## src/rtl/key_pulse_array_pkg.sv

```systemverilog
`default_nettype none
`timescale 1ns/1ps
// ============================================================================
// key_pkg : shared defaults and helpers for the key_pulse_array slice
// Revision: 1.0
// ============================================================================
package key_pkg;

  localparam int   KEY_N_DEFAULT        = 4;
  localparam int   KEY_SYNC_DEFAULT     = 2;
  localparam int   KEY_DEBOUNCE_DEFAULT = 4;
  localparam logic HELD_RESET           = 1'b1;

  function automatic int cnt_w(input int n);
    return $clog2((n > 2) ? n : 2);
  endfunction

endpackage : key_pkg
`default_nettype wire

```

## src/rtl/key_pulse_array_channel.sv

```systemverilog
`default_nettype none
`timescale 1ns/1ps
// ============================================================================
// key_channel : one key lane - synchroniser, stable-count debounce, press pulse
// Optional auto-repeat built when AUTO_REPEAT_EN is defined.  Revision: 1.0
// ============================================================================
module key_channel
  import key_pkg::*;
#(
  parameter int SYNC_STAGES   = KEY_SYNC_DEFAULT,
  parameter int DEBOUNCE_CYC  = KEY_DEBOUNCE_DEFAULT,
  parameter int REPEAT_DELAY  = 8,
  parameter int REPEAT_PERIOD = 4
) (
  input  logic clk,
  input  logic rst,
  input  logic i_key,
  output logic o_pulse,
  output logic o_held
);

  localparam int c_cnt_w = cnt_w(DEBOUNCE_CYC);

  logic [SYNC_STAGES-1:0] r_sync;
  logic [c_cnt_w-1:0]     r_cnt;
  logic                   r_held;
  logic                   r_pulse;
  logic                   w_s;
  logic                   w_flip;
  logic                   w_rep_fire;

  assign w_s    = r_sync[SYNC_STAGES-1];
  assign w_flip = (w_s != r_held) && (r_cnt == c_cnt_w'(DEBOUNCE_CYC - 1));

  always_ff @(posedge clk) begin
    if (rst) begin
      r_sync  <= '0;
      r_cnt   <= '0;
      r_held  <= HELD_RESET;
      r_pulse <= 1'b0;
    end else begin
      r_sync  <= {r_sync[SYNC_STAGES-2:0], i_key};
      r_pulse <= (w_flip & w_s) | w_rep_fire;
      if (w_s == r_held) begin
        r_cnt <= '0;
      end else if (w_flip) begin
        r_held <= w_s;
        r_cnt  <= '0;
      end else begin
        r_cnt <= r_cnt + 1'b1;
      end
    end
  end

`ifdef AUTO_REPEAT_EN
  localparam int c_rc_w =
    $clog2(((REPEAT_DELAY > REPEAT_PERIOD) ? REPEAT_DELAY : REPEAT_PERIOD) + 1);

  logic [c_rc_w-1:0] r_rc;
  logic              r_armed;

  // Only a genuine debounced press arms repeats, so a reset-held key stays quiet.
  assign w_rep_fire = r_armed && r_held && !w_flip && (r_rc == '0);

  always_ff @(posedge clk) begin
    if (rst) begin
      r_rc    <= '0;
      r_armed <= 1'b0;
    end else if (w_flip) begin
      r_armed <= w_s;
      r_rc    <= w_s ? c_rc_w'(REPEAT_DELAY - 1) : '0;
    end else if (!r_held) begin
      r_rc    <= '0;
      r_armed <= 1'b0;
    end else if (r_armed) begin
      r_rc <= (r_rc == '0) ? c_rc_w'(REPEAT_PERIOD - 1) : r_rc - 1'b1;
    end
  end
`else
  logic w_unused_rep;
  assign w_unused_rep = (REPEAT_DELAY > 0) ^ (REPEAT_PERIOD > 0);
  assign w_rep_fire   = 1'b0;
`endif

  assign o_pulse = r_pulse;
  assign o_held  = r_held;

endmodule : key_channel
`default_nettype wire

```

## src/rtl/key_pulse_array.sv

```systemverilog
`default_nettype none
`timescale 1ns/1ps
// ============================================================================
// key_pulse_array : N debounced key lanes with press pulses and held levels
// Optional auto-repeat via AUTO_REPEAT_EN.  Revision: 1.0
// ============================================================================
module key_pulse_array
  import key_pkg::*;
#(
  parameter int N_KEYS        = KEY_N_DEFAULT,
  parameter int SYNC_STAGES   = KEY_SYNC_DEFAULT,
  parameter int DEBOUNCE_CYC  = KEY_DEBOUNCE_DEFAULT,
  parameter int ACTIVE_LOW    = 0,
  parameter int REPEAT_DELAY  = 8,
  parameter int REPEAT_PERIOD = 4
) (
  input  logic              clock,
  input  logic              reset,
  input  logic [N_KEYS-1:0] Key,
  output logic [N_KEYS-1:0] Out,
  output logic [N_KEYS-1:0] Held,
  output logic              AnyOut
);

  logic [N_KEYS-1:0] w_key;

  assign w_key  = (ACTIVE_LOW != 0) ? ~Key : Key;
  assign AnyOut = |Out;

  for (genvar gi = 0; gi < N_KEYS; gi++) begin : g_ch
    key_channel #(
      .SYNC_STAGES  (SYNC_STAGES),
      .DEBOUNCE_CYC (DEBOUNCE_CYC),
      .REPEAT_DELAY (REPEAT_DELAY),
      .REPEAT_PERIOD(REPEAT_PERIOD)
    ) u_ch (
      .clk    (clock),
      .rst    (reset),
      .i_key  (w_key[gi]),
      .o_pulse(Out[gi]),
      .o_held (Held[gi])
    );
  end : g_ch

endmodule : key_pulse_array
`default_nettype wire
```

## config.mk

```make
export PLATFORM = sky130hd
export DESIGN_NAME = key_pulse_array
export DESIGN_NICKNAME = d
export VERILOG_FILES = /design/src/rtl/key_pulse_array_pkg.sv /design/src/rtl/key_pulse_array_channel.sv /design/src/rtl/key_pulse_array.sv
export SDC_FILE = /design/constraint.sdc
export NUM_CORES = 1
export LEC_CHECK = 0
export CORE_MARGIN = 4
export CORE_UTILIZATION = 48
export CTS_CLUSTER_SIZE = 12
export DETAILED_ROUTE_END_ITERATION = 6
export GPL_TIMING_DRIVEN = 0
export PLACE_DENSITY = 0.79
export SYNTH_ARGS = -nofsm -noshare
export SYNTH_HDL_FRONTEND = slang
export SYNTH_HIERARCHICAL = 1
export SYNTH_SLANG_ARGS = --single-unit
```

## constraint.sdc

```tcl
create_clock -name clock -period 1.4 [get_ports clock]
set_clock_uncertainty 0.15 [all_clocks]
set_input_delay 0.21 -clock clock [delete_from_list [all_inputs] [get_ports clock]]
set_output_delay 0.21 -clock clock [all_outputs]
set_load 0.1 [all_outputs]
```

# Word level (Yosys, flattened, before mapping)
# Index checks and enable logic that the tools add are counted.
dict set report classes {
  add_sub_neg 4
  n_eq_ne 12
  n_bitwise 8
  n_reduce_logical 13
}
# cell count
set op_table {}
lappend op_table {{OR reduction 3 bit} 4}
lappend op_table {{adder 2 x 1 -> 2 bit (second input constant)} 4}
lappend op_table {{== test 2 bit (second input constant)} 4}
lappend op_table {{AND reduction 2 bit} 4}
lappend op_table {{bitwise AND 1 bit} 4}
lappend op_table {{== test 1 bit} 4}
lappend op_table {{logical AND 1 bit} 4}
lappend op_table {{!= test 1 bit} 4}
lappend op_table {{NOT 1 bit} 4}
lappend op_table {{OR reduction 4 bit} 1}
dict set report totals {
  ff_bits 24
  in_bits 6
  output_inout_bits 9
  wordCells 53
}

# Depth between registers and ports, before layout
# Gate-level depths: netlist (run 1).
dict set report depth {
  word_depth 3
  mapped_depth 3
  depth_no_buf 3
}

# Hierarchy
# Netlist (run 1), hierarchy kept.
# mod instances cells_each area_per_inst_um2 seq_area_each_um2
set modules_own_cells {}
lappend modules_own_cells {key_channel 4 15 203.9 120.1}
lappend modules_own_cells {key_pulse_array 1 1 7.5 0.0}

# Worst setup path after synthesis (run 1)
# OpenSTA, ideal clock, no wires.
dict set report synth_timing {
  path_type {reg2out}
  start {register g_ch[1].u_ch.r_pulse}
  end {output AnyOut}
  t_arrival_ns 1.760
  path_slack_ns -0.720
  stages_incl_launch_ff 2
  path_buffers 0
  cell_sequence {dfxtp_1 > or4_1}
}
dict set report synth_between {
  elab_chain_cells 1
}
# item line
set synth_lines {}
lappend synth_lines {{start, declared} key_pulse_array_channel.sv:27} ;# logic r_pulse;
lappend synth_lines {{start signal, assigned} key_pulse_array_channel.sv:43} ;# r_pulse <= (w_flip & w_s) | w_rep_fire;
lappend synth_lines {{OR reduction 4 bit} key_pulse_array.sv:28} ;# assign AnyOut = |Out;
lappend synth_lines {{end, declared} key_pulse_array.sv:22} ;# output logic AnyOut
# Every way passes these cells.

# Worst setup path after layout (run 1)
# Same ends and word-level chain as after synthesis.

==> results of run 1 <==
-- per-stage QoR --
stage	area (sq um)	setup WS, ns	cells	hold WS [ns]	power [mW]
final	1020	-0.315	95	0.283	1.25
after global routing	1020	-0.363	95	0.300	1.33
after CTS	1020	-0.334	95	0.288	1.27
after detailed placement	997	-0.763	91	0.271	0.998
after global placement	997	-0.761	91	0.266	0.989
after floorplan	837	-0.206	61	0.132	0.940
-- cells in the final DEF, fill, tap and decap left out --
cell and instances:
dfxtp_2 8, nor4b_2 4, and4bb_2 4, clkdlybuf4s50_1 4, ha_1 4, xnor2_1 4
buf_6 1, buf_4 8, dfxtp_1 16, a211o_2 4, nor4_1 4, buf_12 1
dlygate4sd2_1 1, or4_4 1, nor2b_1 12, clkbuf_4 3
-- critical path: stages (launching register included) --
cell     delay (ns)
dfxtp_2        0.34
or4_4          0.54
buf_12         0.18
-- metal layers --
metal	vias up	wire length, um	track usage
met5	-	0	0
li1	260	-	-
met4	0	8	0.0691
met3	2	57	0.0367
met2	9	529	0.176
met1	224	539	0.123
-- flip-flops by register name, indices dropped and copies added (netlist names) --
name / cells
g_ch.u_ch/o_held: 4
g_ch.u_ch/o_pulse: 4
g_ch.u_ch/r_cnt: 8
g_ch.u_ch/r_sync: 8
-- timing repair --
action | in CTS | in global routing
pin swaps | 0 | 1
setup endpoints to repair | 19 | 2
buffers inserted | 1 | 0
hold buffers | 0 | 0
resized for setup | 58 | 1
gates cloned | 0 | 0
-- cells by family (layout without fill, tap and decap cells) --
family / count (synthesis) / after routing
AOI/OAI and AO/OA: 4 / 4
adders and majority gates: 4 / 4
and+or+nand+nor: 25 / 25
xor gates and xnor gates: 4 / 4
buffers and inverters: 0 / 18
DFF: 24 / 24
-- report_power, final --
| group | internal [mW] | switching, mW |
|---|---|---|
| clock | 0.100 | 0.176 |
| sequential | 0.741 | 0.0272 |
| combinational | 0.0918 | 0.114 |
-- cell type report --
class / instances / area (sq um) / area share
well taps: 16 / 20.0 / 0.0196
repair buffers: 15 / 140 / 0.137
multi-input cells: 37 / 347 / 0.340
flip-flops and latches: 24 / 490 / 0.481
clock buffers: 3 / 22.5 / 0.0221
-- path summary, 6_finish.rpt --
kind                                      endpoint  slack (ns)  cells past startpoint
setup / recovery                            AnyOut       -0.31                      2
hold / removal    g_ch[3].u_ch/r_cnt[0]$_SDFF_PP0_        0.28                      1
hold reg to reg   g_ch[3].u_ch/r_cnt[0]$_SDFF_PP0_        0.28                      1
setup reg to reg  g_ch[3].u_ch/o_held$_SDFFE_PP1P_        0.23                      3
==> impl_metrics.toml, run 1 <==
[outcome]
status = "finished with violations"
violations = "negative setup slack"

[yosys]
yosysSeqAreaShare = 0.584
yosysTopAreaCellShare = 0.584
synthTopCellsByCount = "24 x dfxtp_1, 12 x nor2b_1"
synth-seq-cells = 24
synth_flop_cell = "dfxtp_1"
yosysMostFrequentCell = "dfxtp_1"
syn-cell-area_sq_um = 823
synth_xor_area_frac = 0.0426
synth_compound_gate_area_share = 0.0486
muxShareOfSynthArea = 0
synth_cell_type_count = 9
synth_edf_count = 0
yosys.area.top_type = "dfxtp_1"
synth_fp_nets = 71
ys_warn_count = 6
synth_top_family_by_area = "simple AND/OR/NAND/NOR gates"
synthAdderAreaFrac = 0.0608
async_reset_ff_frac = 0
synth.area.top_cells = "dfxtp_1 58%, nor2b_1 9.1%, nor4b_2 7.3%"
yosys.area_share.simple = 0.264
postSynthCellCount = 61
postSynthAreaPerCell_sq_um = 13.5

[drt]
drt-wirelength-per-cell_um = 11.9
drt-initial-drc-count = 0
drt-total-wl_mm = 1.14
dr.pass1.iters = 1
route.antenna.remaining_nets = 0
vias = 495
viasPerCell = 5.21
drc = 0

[global_routing]
grt_max_degree = 25
first_global_vias = 476
grt_first_pass_wirelength_mm = 2.00
grt.overflow.total = 0
grt.total_usage = 0.109
antenna_found_initial = 0

[final_layout]
syn_to_final_growth_pct = 23.9
layout-drive-gt1-share = 0.430
utilization = 0.654
fin_nets = 91
nFillCells = 133
antennaDiodeCount = 0

[power]
leakage_nw = 0.404
ir_drop_mv = 0.670
power.density_nw_per_um2 = 1230

[clock_network]
clkTransAtPathRegs_ns = 0.12
numClockSinks = 24
cts_made_buffers = 3
htreeDepth = 1
cts_tree = "built"
cts_root_buf = "clkbuf_4"
clock_latency_ns = 0.30
cts_buffer_depth = 2

[die]
dieArea_sq_um = 2440
die_y_um = 49.4
fp.coreArea_sq_um = 1560
initial_core_util = 0.528
rows = 14
io_pins = 15
die_width_um = 49.4

[timing]
setup_ws_ns = -0.315
finalSetupViolCount = 1
worst_pin_slew_ns = 0.860
max_freq_mhz = 583
finalCritPeriodShare = 1.22
finalMaxSlewViolations = 0
rsz0062_at_grt = "yes"
final.setup.tns_ns = -0.315
hold_viol_final = 0
min_period_ns = 1.71
slew_headroom = 0.426

[setup_path]
endpoint_kind = "primary output"
reg2reg_from = "g_ch[3].u_ch/r_cnt[0]$_SDFF_PP0_"
critPathRequiredTime_ns = 1.04
path_max_fanout = 2
cp.arrival_ns = 1.35
cp-startpoint = "g_ch[1].u_ch/o_pulse$_SDFF_PP0_"
startpoint_type = "flop"
criticalPathCategory = "reg2out"

[placement]
gp_congestion = 0.626
hpwl_um = 814
numPortBuffers = 14

[flow_run]
cap_violations = 0

[min_path]
hp-start = "g_ch[3].u_ch/r_cnt[0]$_SDFF_PP0_"
hold_class = "reg2reg"
No activity file was read; power rests on OpenSTA's default activity.
==> inputs of run 2 (changes only) <==
Settings changed: TNS_END_PERCENT set to 20.
==> impl_metrics.toml, run 2 (same netlist as run 1, synthesis figures left out) <==
[global_routing]
grt_first_pass_wirelength_mm = 2.02
grt.total_usage = 0.109
first_global_vias = 459
grt_max_degree = 25
grt.overflow.total = 0
antenna_found_initial = 0

[setup_path]
startpoint_type = "flop"
reg2reg_from = "g_ch[3].u_ch/r_cnt[0]$_SDFF_PP0_"
critPathRequiredTime_ns = 1.04
worst_r2r_endpoint = "g_ch[3].u_ch/o_held$_SDFFE_PP1P_"
r2r_setup_slack_ns = 0.21
cp.arrival_ns = 1.36
reg2reg_depth = 3
path_max_fanout = 2
endpoint_kind = "primary output"
criticalPathCategory = "reg2out"

[final_layout]
fin_nets = 92
layout-drive-gt1-share = 0.420
reg_top3 = "g_ch.u_ch/r_cnt: 8 flops, g_ch.u_ch/r_sync: 8 flops"
mostFrequentLayoutCells = "18 x dfxtp_1, 12 x nor2b_1, 6 x dfxtp_2, 6 x buf_4"
utilization = 0.673
syn_to_final_growth_pct = 27.5
nFillCells = 123
antennaDiodeCount = 0
final_common_cell = "dfxtp_1"

[placement]
hpwl_um = 859
gp_congestion = 0.658
numPortBuffers = 14

[clock_network]
clock_latency_ns = 0.30
cts_made_buffers = 3
cts_root_buf = "clkbuf_4"
cts_buffer_depth = 2
clkTransAtPathRegs_ns = 0.12
cts_tree = "built"
numClockSinks = 24
htreeDepth = 1
cts_hold_buf = 0

[drt]
drt-initial-drc-count = 3
route.antenna.remaining_nets = 0
viasPerCell = 5.25
drt-total-wl_mm = 1.17
vias = 509
drt-wirelength-per-cell_um = 12.1
drc = 0
dr.pass1.iters = 2

[power]
power.density_nw_per_um2 = 1270
leakage_nw = 0.421
ir_drop_mv = 0.774

[timing]
rsz0062_at_grt = "yes"
max_freq_mhz = 581
worst_pin_slew_ns = 0.828
fin_hold_ws_ns = 0.291
final.setup.tns_ns = -0.321
finalSetupViolCount = 1
finalMaxSlewViolations = 0
finalCritPeriodShare = 1.23
slew_headroom = 0.448
setup_ws_ns = -0.321
min_period_ns = 1.72
hold_viol_final = 0

[outcome]
status = "finished with violations"
violations = "negative setup slack"

[die]
rows = 14
fp.coreArea_sq_um = 1560
io_pins = 15
die_width_um = 49.4
initial_core_util = 0.528
die_y_um = 49.4
dieArea_sq_um = 2440

[min_path]
min_to = "g_ch[2].u_ch/r_cnt[0]$_SDFF_PP0_"
hold_class = "reg2reg"
holdPathStages = 1
hp-start = "g_ch[2].u_ch/r_cnt[0]$_SDFF_PP0_"

[flow_run]
cap_violations = 0
[run 2: changes by cell type in the layout (fill, tap and decap cells not counted), sizes merged]
cell,previous run,this run
buf,10,11
clkbuf,3,4
[run 2: worst max path at each step]
stage                                           from                               end
floorplan           g_ch[2].u_ch/o_held$_SDFFE_PP1P_  g_ch[2].u_ch/r_cnt[1]$_SDFF_PP0_
finish               g_ch[3].u_ch/o_pulse$_SDFF_PP0_                            AnyOut
global placement     g_ch[2].u_ch/o_pulse$_SDFF_PP0_                            AnyOut
detailed placement   g_ch[2].u_ch/o_pulse$_SDFF_PP0_                            AnyOut
global route         g_ch[3].u_ch/o_pulse$_SDFF_PP0_                            AnyOut
CTS                  g_ch[2].u_ch/o_pulse$_SDFF_PP0_                            AnyOut
[run 2: report_power, final]
part,leakage (nW),switching [mW],internal (mW),total (mW)
Combinational,0.202,0.116,0.0949,0.211
Sequential,0.199,0.0296,0.740,0.770
Clock,0.0210,0.190,0.159,0.349
Total,0.421,0.335,0.994,1.33
[run 2: area by class of cell]
| type | instances | area, sq um | area share |
|---|---|---|---|
| Sequential cell | 24 | 488 | 0.465 |
| Timing Repair Buffer | 16 | 159 | 0.151 |
| Multi-Input combinational cell | 37 | 347 | 0.330 |
| Tap cell | 16 | 20.0 | 0.0191 |
| Clock buffer | 4 | 36.3 | 0.0346 |
[run 2: timing repair]
| item | 4_1_cts | 5_1_grt |
|---|---|---|
| setup endpoints to repair | 18 | 4 |
| resized for setup | 56 | 4 |
| pin swaps | 0 | 1 |
| setup buffers | 1 | 1 |
[run 2: critical path: stages (launching register included)]
cell and delay [ns]:
dfxtp_2 0.34, or4_4 0.54, buf_12 0.18
[run 2: routing by layer]
layer  wire [um]  track usage  vias up
li1            -            -      263
met1         548        0.135      234
met2         557        0.165       10
met3          55       0.0275        2
met4          12       0.0691        0
met5           0            0        -
[run 2: per-stage QoR]
stage	total power [mW]	setup WS, ns	std cells	instance area (sq um)
2_1_floorplan	0.939	-0.229	61	835
3_3_place_gp	0.988	-0.751	91	995
3_5_place_dp	1.00	-0.754	91	995
4_1_cts	1.35	-0.338	96	1030
5_1_grt	1.42	-0.372	97	1050
6_report	1.33	-0.321	97	1050
==> inputs of run 3 (changes only) <==
Settings changed: CORE_MARGIN 4 to 2.
==> impl_metrics.toml, run 3 (same netlist as run 1, synthesis figures left out) <==
[outcome]
status = "finished with violations"
violations = "negative setup slack"

[clock_network]
htreeDepth = 1
clkTransAtPathRegs_ns = 0.12
cts_tree = "built"
cts_buffer_depth = 2
clock_latency_ns = 0.30
cts_setup_buffers = 0
cts_root_buf = "clkbuf_4"
cts_made_buffers = 3
numClockSinks = 24

[timing]
finalMaxSlewViolations = 0
finalCritPeriodShare = 1.24
finalSetupViolCount = 1
worst_pin_slew_ns = 0.881
hold_viol_final = 0
rsz0062_at_grt = "yes"
min_period_ns = 1.73
final.setup.tns_ns = -0.330
max_freq_mhz = 578
setup_ws_ns = -0.330
slew_headroom = 0.413

[placement]
gp_congestion = 0.685
numPortBuffers = 14
place_inst = 91
pre_cts_slack_ns = -0.757
hpwl_um = 839

[die]
initial_core_util = 0.528
fp.coreArea_sq_um = 1560
io_pins = 15
die_y_um = 45.4
die_width_um = 45.4
dieArea_sq_um = 2060
rows = 14

[power]
pwr-share-comb = 0.146
switching_power_mw = 0.340
clkPwrFrac = 0.329
p_sw_frac = 0.232
ir_drop_mv = 0.914
p_int_mw = 1.13
seq_power_share = 0.525
power.density_nw_per_um2 = 1400
leakage_nw = 0.415

[setup_path]
critPathRequiredTime_ns = 1.04
criticalPathCategory = "reg2out"
path_max_fanout = 2
cp.arrival_ns = 1.37
endpoint_kind = "primary output"
startpoint_type = "flop"

[drt]
viasPerCell = 5.33
drc = 0
drt-total-wl_mm = 1.18
vias = 506
drt-wirelength-per-cell_um = 12.4
dr.pass1.iters = 3
drt-initial-drc-count = 6
route.antenna.remaining_nets = 0

[global_routing]
grt_max_degree = 25
first_global_vias = 399
antenna_found_initial = 0
grt.total_usage = 0.115
grt.overflow.total = 0
grt_first_pass_wirelength_mm = 1.70

[final_layout]
fin_nets = 90
fin_cells = 95
syn_to_final_growth_pct = 26.7
layout-drive-gt1-share = 0.405
antennaDiodeCount = 0
final_common_cell = "dfxtp_1"
reg_top3 = "g_ch.u_ch/r_cnt: 8 flops, g_ch.u_ch/r_sync: 8 flops"
mostFrequentLayoutCells = "18 x dfxtp_1, 12 x nor2b_1, 6 x dfxtp_2"

[min_path]
hold_class = "reg2reg"

[flow_run]
cap_violations = 0
==> run 3: worst max-delay path, stage by stage, from the launching register on <==
cell and delay [ns]:
dfxtp_2 0.35, or4_4 0.54, buf_12 0.18
==> run 3: per-stage QoR <==
stage | util | cell area [sq um] | hold WS, ns | power [mW]
floorplan | - | 835 | 0.132 | 0.939
global placement | 0.638 | 995 | 0.266 | 0.987
detailed placement | 0.638 | 995 | 0.270 | 1.00
CTS | 0.667 | 1040 | 0.291 | 1.47
global route | 0.669 | 1040 | 0.300 | 1.52
finish | 0.669 | 1040 | 0.288 | 1.47
==> run 3: power by group through the flow <==
stage	Clock [mW]	Combinational (mW)	Sequential, mW
finish	0.483	0.214	0.769
global placement	0	0.205	0.782
floorplan	0	0.0993	0.839
detailed placement	0	0.217	0.784
CTS	0.490	0.213	0.769
global route	0.514	0.234	0.775
==> run 3: area by class of cell <==
class	instances	area, sq um
fillers	130	515
flip-flops and latches	24	488
multi-input cells	37	347
repair buffers	14	136
clock inverters	1	30.0
clock buffers	3	22.5
well taps	16	20.0
==> run 3: final timing paths <==
kind / from / end / slack [ns] / cells past startpoint
worst max-delay path: g_ch[1].u_ch/o_pulse$_SDFF_PP0_ / AnyOut / -0.33 / 2
worst min-delay path: g_ch[1].u_ch/r_cnt[0]$_SDFF_PP0_ / g_ch[1].u_ch/r_cnt[0]$_SDFF_PP0_ / 0.29 / 1
worst max register to register: g_ch[3].u_ch/r_cnt[0]$_SDFF_PP0_ / g_ch[3].u_ch/o_held$_SDFFE_PP1P_ / 0.21 / 3
worst min register to register: g_ch[1].u_ch/r_cnt[0]$_SDFF_PP0_ / g_ch[1].u_ch/r_cnt[0]$_SDFF_PP0_ / 0.29 / 1
==> run 3: routing by layer <==
layer	GRT usage	wire length [um]
met1	0.157	610
met2	0.175	517
met3	0.0238	44
met4	0.0529	9
met5	0	0
==> run 3: what timing repair did <==
| action | 4_1_cts | 5_1_grt |
|---|---|---|
| resized for setup | 55 | 5 |
| endpoints found under the setup margin | 21 | 4 |
| hold buffers | 0 | 0 |
| pin swaps | 1 | 1 |
